--- src/rtl/systolic_data_deskew_if.sv ---
// rtl/systolic_data_deskew_if.sv - skewed-in / aligned-out row bus of the systolic deskewer
interface systolic_data_deskew_if #(
  parameter int MATRIX_WIDTH = 14,
  parameter int DATA_WIDTH   = 32,
  parameter int NUM_ROWS     = 14
);
  localparam int IDX_W = (NUM_ROWS > 1) ? $clog2(NUM_ROWS) : 1;

  logic                                   in_valid;
  logic [MATRIX_WIDTH-1:0][DATA_WIDTH-1:0] in_data;
  logic                                   out_valid;
  logic [MATRIX_WIDTH-1:0][DATA_WIDTH-1:0] out_data;
  logic [IDX_W-1:0]                       out_row_idx;
  logic                                   out_last;

  modport master (
    output in_valid, in_data,
    input  out_valid, out_data, out_row_idx, out_last
  );

  modport slave (
    input  in_valid, in_data,
    output out_valid, out_data, out_row_idx, out_last
  );
endinterface

--- src/rtl/systolic_data_deskew.sv ---
// rtl/systolic_data_deskew.sv - realigns skewed systolic array output lanes into whole rows
module systolic_data_deskew #(
  parameter int MATRIX_WIDTH = 14,
  parameter int DATA_WIDTH   = 32,
  parameter int NUM_ROWS     = 14
) (
  input  logic                   clk,
  input  logic                   reset,
  input  logic                   enable,
  systolic_data_deskew_if.slave  bus
);
  localparam int IDX_W = (NUM_ROWS > 1) ? $clog2(NUM_ROWS) : 1;
  localparam logic [IDX_W-1:0] LAST_IDX = IDX_W'(NUM_ROWS - 1);

  logic [MATRIX_WIDTH-1:0][DATA_WIDTH-1:0] lane_tail;
  logic [MATRIX_WIDTH-1:0][DATA_WIDTH-1:0] out_q;
  logic [MATRIX_WIDTH-1:0]                 valid_pipe;
  logic [IDX_W-1:0]                        row_cnt;

  // Lane j waits MATRIX_WIDTH-1-j cycles so it meets lane 0 of the same row.
  for (genvar j = 0; j < MATRIX_WIDTH; j++) begin : g_lane
    localparam int DEPTH = MATRIX_WIDTH - 1 - j;
    if (DEPTH == 0) begin : g_direct
      assign lane_tail[j] = bus.in_data[j];
    end else begin : g_chain
      logic [DATA_WIDTH-1:0] chain [DEPTH];
      always_ff @(posedge clk) begin
        if (reset) begin
          for (int k = 0; k < DEPTH; k++) chain[k] <= '0;
        end else if (enable) begin
          chain[0] <= bus.in_data[j];
          for (int k = 1; k < DEPTH; k++) chain[k] <= chain[k-1];
        end
      end
      assign lane_tail[j] = chain[DEPTH-1];
    end
  end

  always_ff @(posedge clk) begin
    if (reset) begin
      out_q      <= '0;
      valid_pipe <= '0;
      row_cnt    <= '0;
    end else if (enable) begin
      out_q      <= lane_tail;
      valid_pipe <= {valid_pipe[MATRIX_WIDTH-2:0], bus.in_valid};
      // The row on the output is consumed on this edge, so move to the next index.
      if (valid_pipe[MATRIX_WIDTH-1]) begin
        row_cnt <= (row_cnt == LAST_IDX) ? '0 : row_cnt + 1'b1;
      end
    end
  end

  assign bus.out_data    = out_q;
  assign bus.out_valid   = valid_pipe[MATRIX_WIDTH-1];
  assign bus.out_row_idx = row_cnt;
  assign bus.out_last    = valid_pipe[MATRIX_WIDTH-1] && (row_cnt == LAST_IDX);
endmodule
--- src/flat_wrapper.sv ---
// flat-port wrapper written by rule: the top's interface ports become plain ports
module systolic_data_deskew_flat 
#(
  parameter int MATRIX_WIDTH = 14,
  parameter int DATA_WIDTH   = 32,
  parameter int NUM_ROWS     = 14
)
  (clk, reset, enable, bus_in_valid, bus_in_data, bus_out_valid, bus_out_data, bus_out_row_idx, bus_out_last);
  systolic_data_deskew_if #(.MATRIX_WIDTH(MATRIX_WIDTH), .DATA_WIDTH(DATA_WIDTH), .NUM_ROWS(NUM_ROWS)) bus_i ();
  input  logic clk;
  input  logic reset;
  input  logic enable;
  input wire logic [$bits(bus_i.in_valid)-1:0] bus_in_valid;
  input wire logic [$bits(bus_i.in_data)-1:0] bus_in_data;
  output wire logic [$bits(bus_i.out_valid)-1:0] bus_out_valid;
  output wire logic [$bits(bus_i.out_data)-1:0] bus_out_data;
  output wire logic [$bits(bus_i.out_row_idx)-1:0] bus_out_row_idx;
  output wire logic [$bits(bus_i.out_last)-1:0] bus_out_last;
  assign bus_i.in_valid = bus_in_valid;
  assign bus_i.in_data = bus_in_data;
  assign bus_out_valid = bus_i.out_valid;
  assign bus_out_data = bus_i.out_data;
  assign bus_out_row_idx = bus_i.out_row_idx;
  assign bus_out_last = bus_i.out_last;
  systolic_data_deskew #(.MATRIX_WIDTH(MATRIX_WIDTH), .DATA_WIDTH(DATA_WIDTH), .NUM_ROWS(NUM_ROWS)) u_core (.clk(clk), .reset(reset), .enable(enable), .bus(bus_i));
endmodule
--- config.mk ---
export PLATFORM = sky130hd
export DESIGN_NAME = systolic_data_deskew_flat
export DESIGN_NICKNAME = d
export VERILOG_FILES = /design/src/rtl/systolic_data_deskew_if.sv /design/src/rtl/systolic_data_deskew.sv /design/src/flat_wrapper.sv
export SDC_FILE = /design/constraint.sdc
export NUM_CORES = 2
export LEC_CHECK = 0
export CAP_MARGIN = 10
export CORE_ASPECT_RATIO = 0.9
export CORE_MARGIN = 5
export CORE_UTILIZATION = 65
export CTS_BUF_LIST = sky130_fd_sc_hd__clkbuf_8
export DETAILED_ROUTE_END_ITERATION = 8
export GPL_ROUTABILITY_DRIVEN = 0
export PLACE_DENSITY = 0.87
export SLEW_MARGIN = 20
export SYNTH_ARGS = -nofsm -noshare
export SYNTH_HDL_FRONTEND = slang
export SYNTH_SLANG_ARGS = --single-unit
--- constraint.sdc ---
create_clock -name clk -period 69.6 [get_ports clk]
set_input_delay 10.44 -clock clk [delete_from_list [all_inputs] [get_ports clk]]
set_output_delay 10.44 -clock clk [all_outputs]
set_load 0.005 [all_outputs]
# [After elaboration in Yosys (flattened, before gate mapping)]
# Memory sizes are Yosys's and may differ from the RTL's. A register that Yosys moved wholly into a read port is not among the register bits.
# Cells that the tools add are included.
[op_classes] n_addsub=1 eq_ne=1 mux=98 bitwise_logic=90 n_reduce_logical=3
[ops] op="$mux 32" n=91
[ops] op="$or 1x1->1" n=90
[ops] op="$reduce_or 32->1" n=1
[ops] op="$mux 1" n=6
[ops] op="$add 4x1->4 const B" n=1
[ops] op="$eq 4x4->1 const B" n=1
[ops] op="$mux 4" n=1
[ops] op="$reduce_and 2->1" n=1
[ops] op="$logic_and 1x1->1" n=1
[word_totals] ff_bits=50 ramBits=2912 in_bits=452 out_inout_bits=454 wordCells=209 n_memories=13
[memory_table] name="u_core.g_lane[0].g_chain.chain" depth=13 word_bits=32 rd=13 rd_clocked_by_memory_dff=1 wr=13 line="systolic_data_deskew.sv:26" rtl="logic [DATA_WIDTH-1:0] chain [DEPTH];"
[memory_table] name="u_core.g_lane[1].g_chain.chain" depth=12 word_bits=32 rd=12 rd_clocked_by_memory_dff=1 wr=12 line="systolic_data_deskew.sv:26"
[memory_table] name="u_core.g_lane[2].g_chain.chain" depth=11 word_bits=32 rd=11 rd_clocked_by_memory_dff=1 wr=11 line="systolic_data_deskew.sv:26"
[memory_table] name="u_core.g_lane[3].g_chain.chain" depth=10 word_bits=32 rd=10 rd_clocked_by_memory_dff=1 wr=10 line="systolic_data_deskew.sv:26"
[memory_table] name="u_core.g_lane[4].g_chain.chain" depth=9 word_bits=32 rd=9 rd_clocked_by_memory_dff=1 wr=9 line="systolic_data_deskew.sv:26"
[memory_table] name="u_core.g_lane[5].g_chain.chain" depth=8 word_bits=32 rd=8 rd_clocked_by_memory_dff=1 wr=8 line="systolic_data_deskew.sv:26"
[memory_table] name="7 more memories"

# [Depth between registers and ports, before layout]
[logic_depth] word_depth=5 depth_mapped=7 ltp_nobuf=3

# [Worst setup path after synthesis]
# OpenSTA, ideal clock, no wires.
[synth_timing] path_kind="input to register" start="input port enable" end="memory u_core.g_lane[0].g_chain.chain[0][0], enable pin" setup_ps=2127 arrival_ps=45417 required_ps=67473 setup_slack_ps=22057 path_stages=4 path_buffers=3 path_cell_list="buf_2 buf_2 buf_2 or2_2"
[synth_rtl] element="start: declaration" line="flat_wrapper.sv:12" rtl="input logic enable;"
[synth_rtl] element="end: declaration" line="systolic_data_deskew.sv:26"

==> flow_summary.toml <==
[yosys]
syn-num-nets = 8111
yosys.area.top_type = "edfxtp_1"
synth_area_leaders = "edfxtp_1, and2_1, dfxtp_1"
synth.distinct_cells = 22
avgSynthCellArea_um2 = 16.1
yosys_warnings = 0
ys_ff_latch = 3378
syn_area_mm2 = 0.124
yosysSeqAreaShare = 0.783
yosys.area.top_type_share = 0.708
syn_inst = 7659

[finish]
fin_nets = 9147
seq_area_mm2 = 0.0968
final_core_util = 0.763
multiInputGateArea_mm2 = 0.0247
final_cell_mix = "edfxtp_1, and2_1, clkdlybuf4s50_1, clkbuf_8, dfxtp_1"
final_area_mm2 = 0.144
drive_gt1_frac = 0.0774
fillers = 9749
final_common_cell = "edfxtp_1"
area_growth_pct = 16.4

[power_and_ir_drop]
p_per_area_mw_per_mm2 = 28.1
vdd_drop_max_mv = 0.0207
switchingPower_mw = 0.857
total_power_mw = 4.05
p_int_mw = 3.19
switching_share = 0.212
pwr-share-comb = 0.047
leakage_nw = 57.0
p_clk_frac = 0.368
pwr-share-seq = 0.585

[floorplanning]
dieWidth_um = 470
die-area_mm2 = 0.199
io_pins = 906
core_mm2 = 0.189
start_util = 0.655
dieHeight_um = 424
num_rows = 151

[setup_path]
worstSetupStartpointType = "primary input"
reg2reg_slack_ns = 68.29
end_kind = "register"
worst_ep_required_time_ns = 70.28
path_class = "primary input to register"
crit_path_max_fanout = 198
crit_arrival_ns = 15.91

[timing]
fmax_ghz = 0.0657
tns_ns = 0
final.min_clock_period_ns = 15.22
finalSetupViolCount = 0
drv_slew = 0
worst_pin_slew_ns = 1.20
finalWorstSetupSlack_ns = 54.38
finalClockSkew_ns = 0.0656
rsz0062_at_grt = "false"
max_slew_margin = 0.203
hold_violations = 0
period_share = 0.219

[clock_tree]
clock_latency_ns = 1.08
cts_resized = 0
clockBufferDepth = 4
cts.htree.levels = 5
cts_made_buffers = 495
cts_hold_buf = 0
cts_setup_buffers = 0
cts_sinks = 3378
path_clk_slew_ns = 0.06
cts_tree = "built"
cts-root-buf = "clkbuf_8"

[run]
drv_cap = 0

[grt]
grt_start_max_net_pins = 322
grtUsageTotal = 0.228
overflow = 0
grt_pass1_vias = 62500
antenna_found_initial = 23
grt_first_pass_wirelength_um = 353000

[routing]
drc = 0
vias_per_cell = 5.17
dr_total_vias = 60200
post_drt_wl_per_cell_um = 19.8
first_iter_violations = 4836
first_pass_iters = 6
drtAntennaViolNets = 0
wl_um = 231000

[place]
place_ws_ns = 53.17
port-buffer-count = 905
dpl_cell_area_mm2 = 0.134
dp_hpwl_um = 137000

[min_path]
hold_class = "register to register"

[run_status]
status = "finished clean"
per-layer routing:
metal | GRT usage | wire (µm)
met5 | 0 | 50
met4 | 0.123 | 13200
met3 | 0.0536 | 13500
met2 | 0.396 | 119000
met1 | 0.265 | 84900
final timing paths:
path,startpoint,to,depth (start not counted)
max,enable,u_core.g_lane[2].g_chain.chain[1][15]$_SDFFCE_PN0P_,8
min,u_core.g_lane[5].g_chain.chain[7][29]$_SDFFCE_PP0P_,u_core.bus.out_data[189]$_SDFFE_PP0P_,2
max reg2reg,u_core.valid_pipe[13]$_SDFFE_PP0P_,u_core.bus.out_row_idx[3]$_SDFFE_PP0P_,3
min reg2reg,u_core.g_lane[5].g_chain.chain[7][29]$_SDFFCE_PP0P_,u_core.bus.out_data[189]$_SDFFE_PP0P_,2
final cells by class:
class,count,share of cell area
Sequential cell,3378,0.673
Multi-Input combinational cell,3852,0.172
Timing Repair Buffer,968,0.0678
Clock buffer,579,0.0554
Tap cell,2524,0.0220
Clock inverter,323,0.0102
Antenna cell,16,0.000278
power by group through the flow:
stage / Clock (mW) / Combinational, mW / Sequential (mW)
after CTS: 1.52 / 0.193 / 2.37
after floorplan: 0 / 0.106 / 2.51
after global placement: 0 / 0.182 / 2.40
after detailed placement: 0 / 0.190 / 2.41
final: 1.49 / 0.191 / 2.37
after global routing: 1.62 / 0.207 / 2.38
per-stage QoR:
stage / hold slack [ns] / cells
after floorplan: 0.456 / 7659
after global placement: 0.461 / 10700
after detailed placement: 0.472 / 10700
after CTS: 0.466 / 11600
after global routing: 0.478 / 11600
final: 0.451 / 11600
critical path: stages:
cell and delay, ns:
buf_8 0.43, or2_4 0.45, buf_12 0.70, buf_4 0.79, buf_4 0.92, buf_4 0.52, buf_16 0.33, buf_4 0.86
flip-flops by register name, indices dropped and copies added (netlist names):
name and flops:
u_core.valid_pipe 14, u_core.g_lane.g_chain.chain 2912, u_core.bus.out_row_idx 4, u_core.bus.out_data 448
cells by family after synthesis:
group           share of synthesized area
buf+inv                            0.0169
mux                                0.0375
compound gates                   0.000284
xor+xnor                        0.0000709
simple gates                        0.162
flops                               0.783
cells in the mapped netlist, drive strengths merged:
master and number:
edfxtp 2912, and2 2624, dfxtp 466, nor2 465
mux2i 463, clkbuf 332, nor2b 289, buf 97
a21oi 2, a311oi 1, a31oi 1, and3 1
nand2 1, nand4 1, nor3 1, o211a 1
or2 1, xor2 1
(Power assumes the default switching activity.)
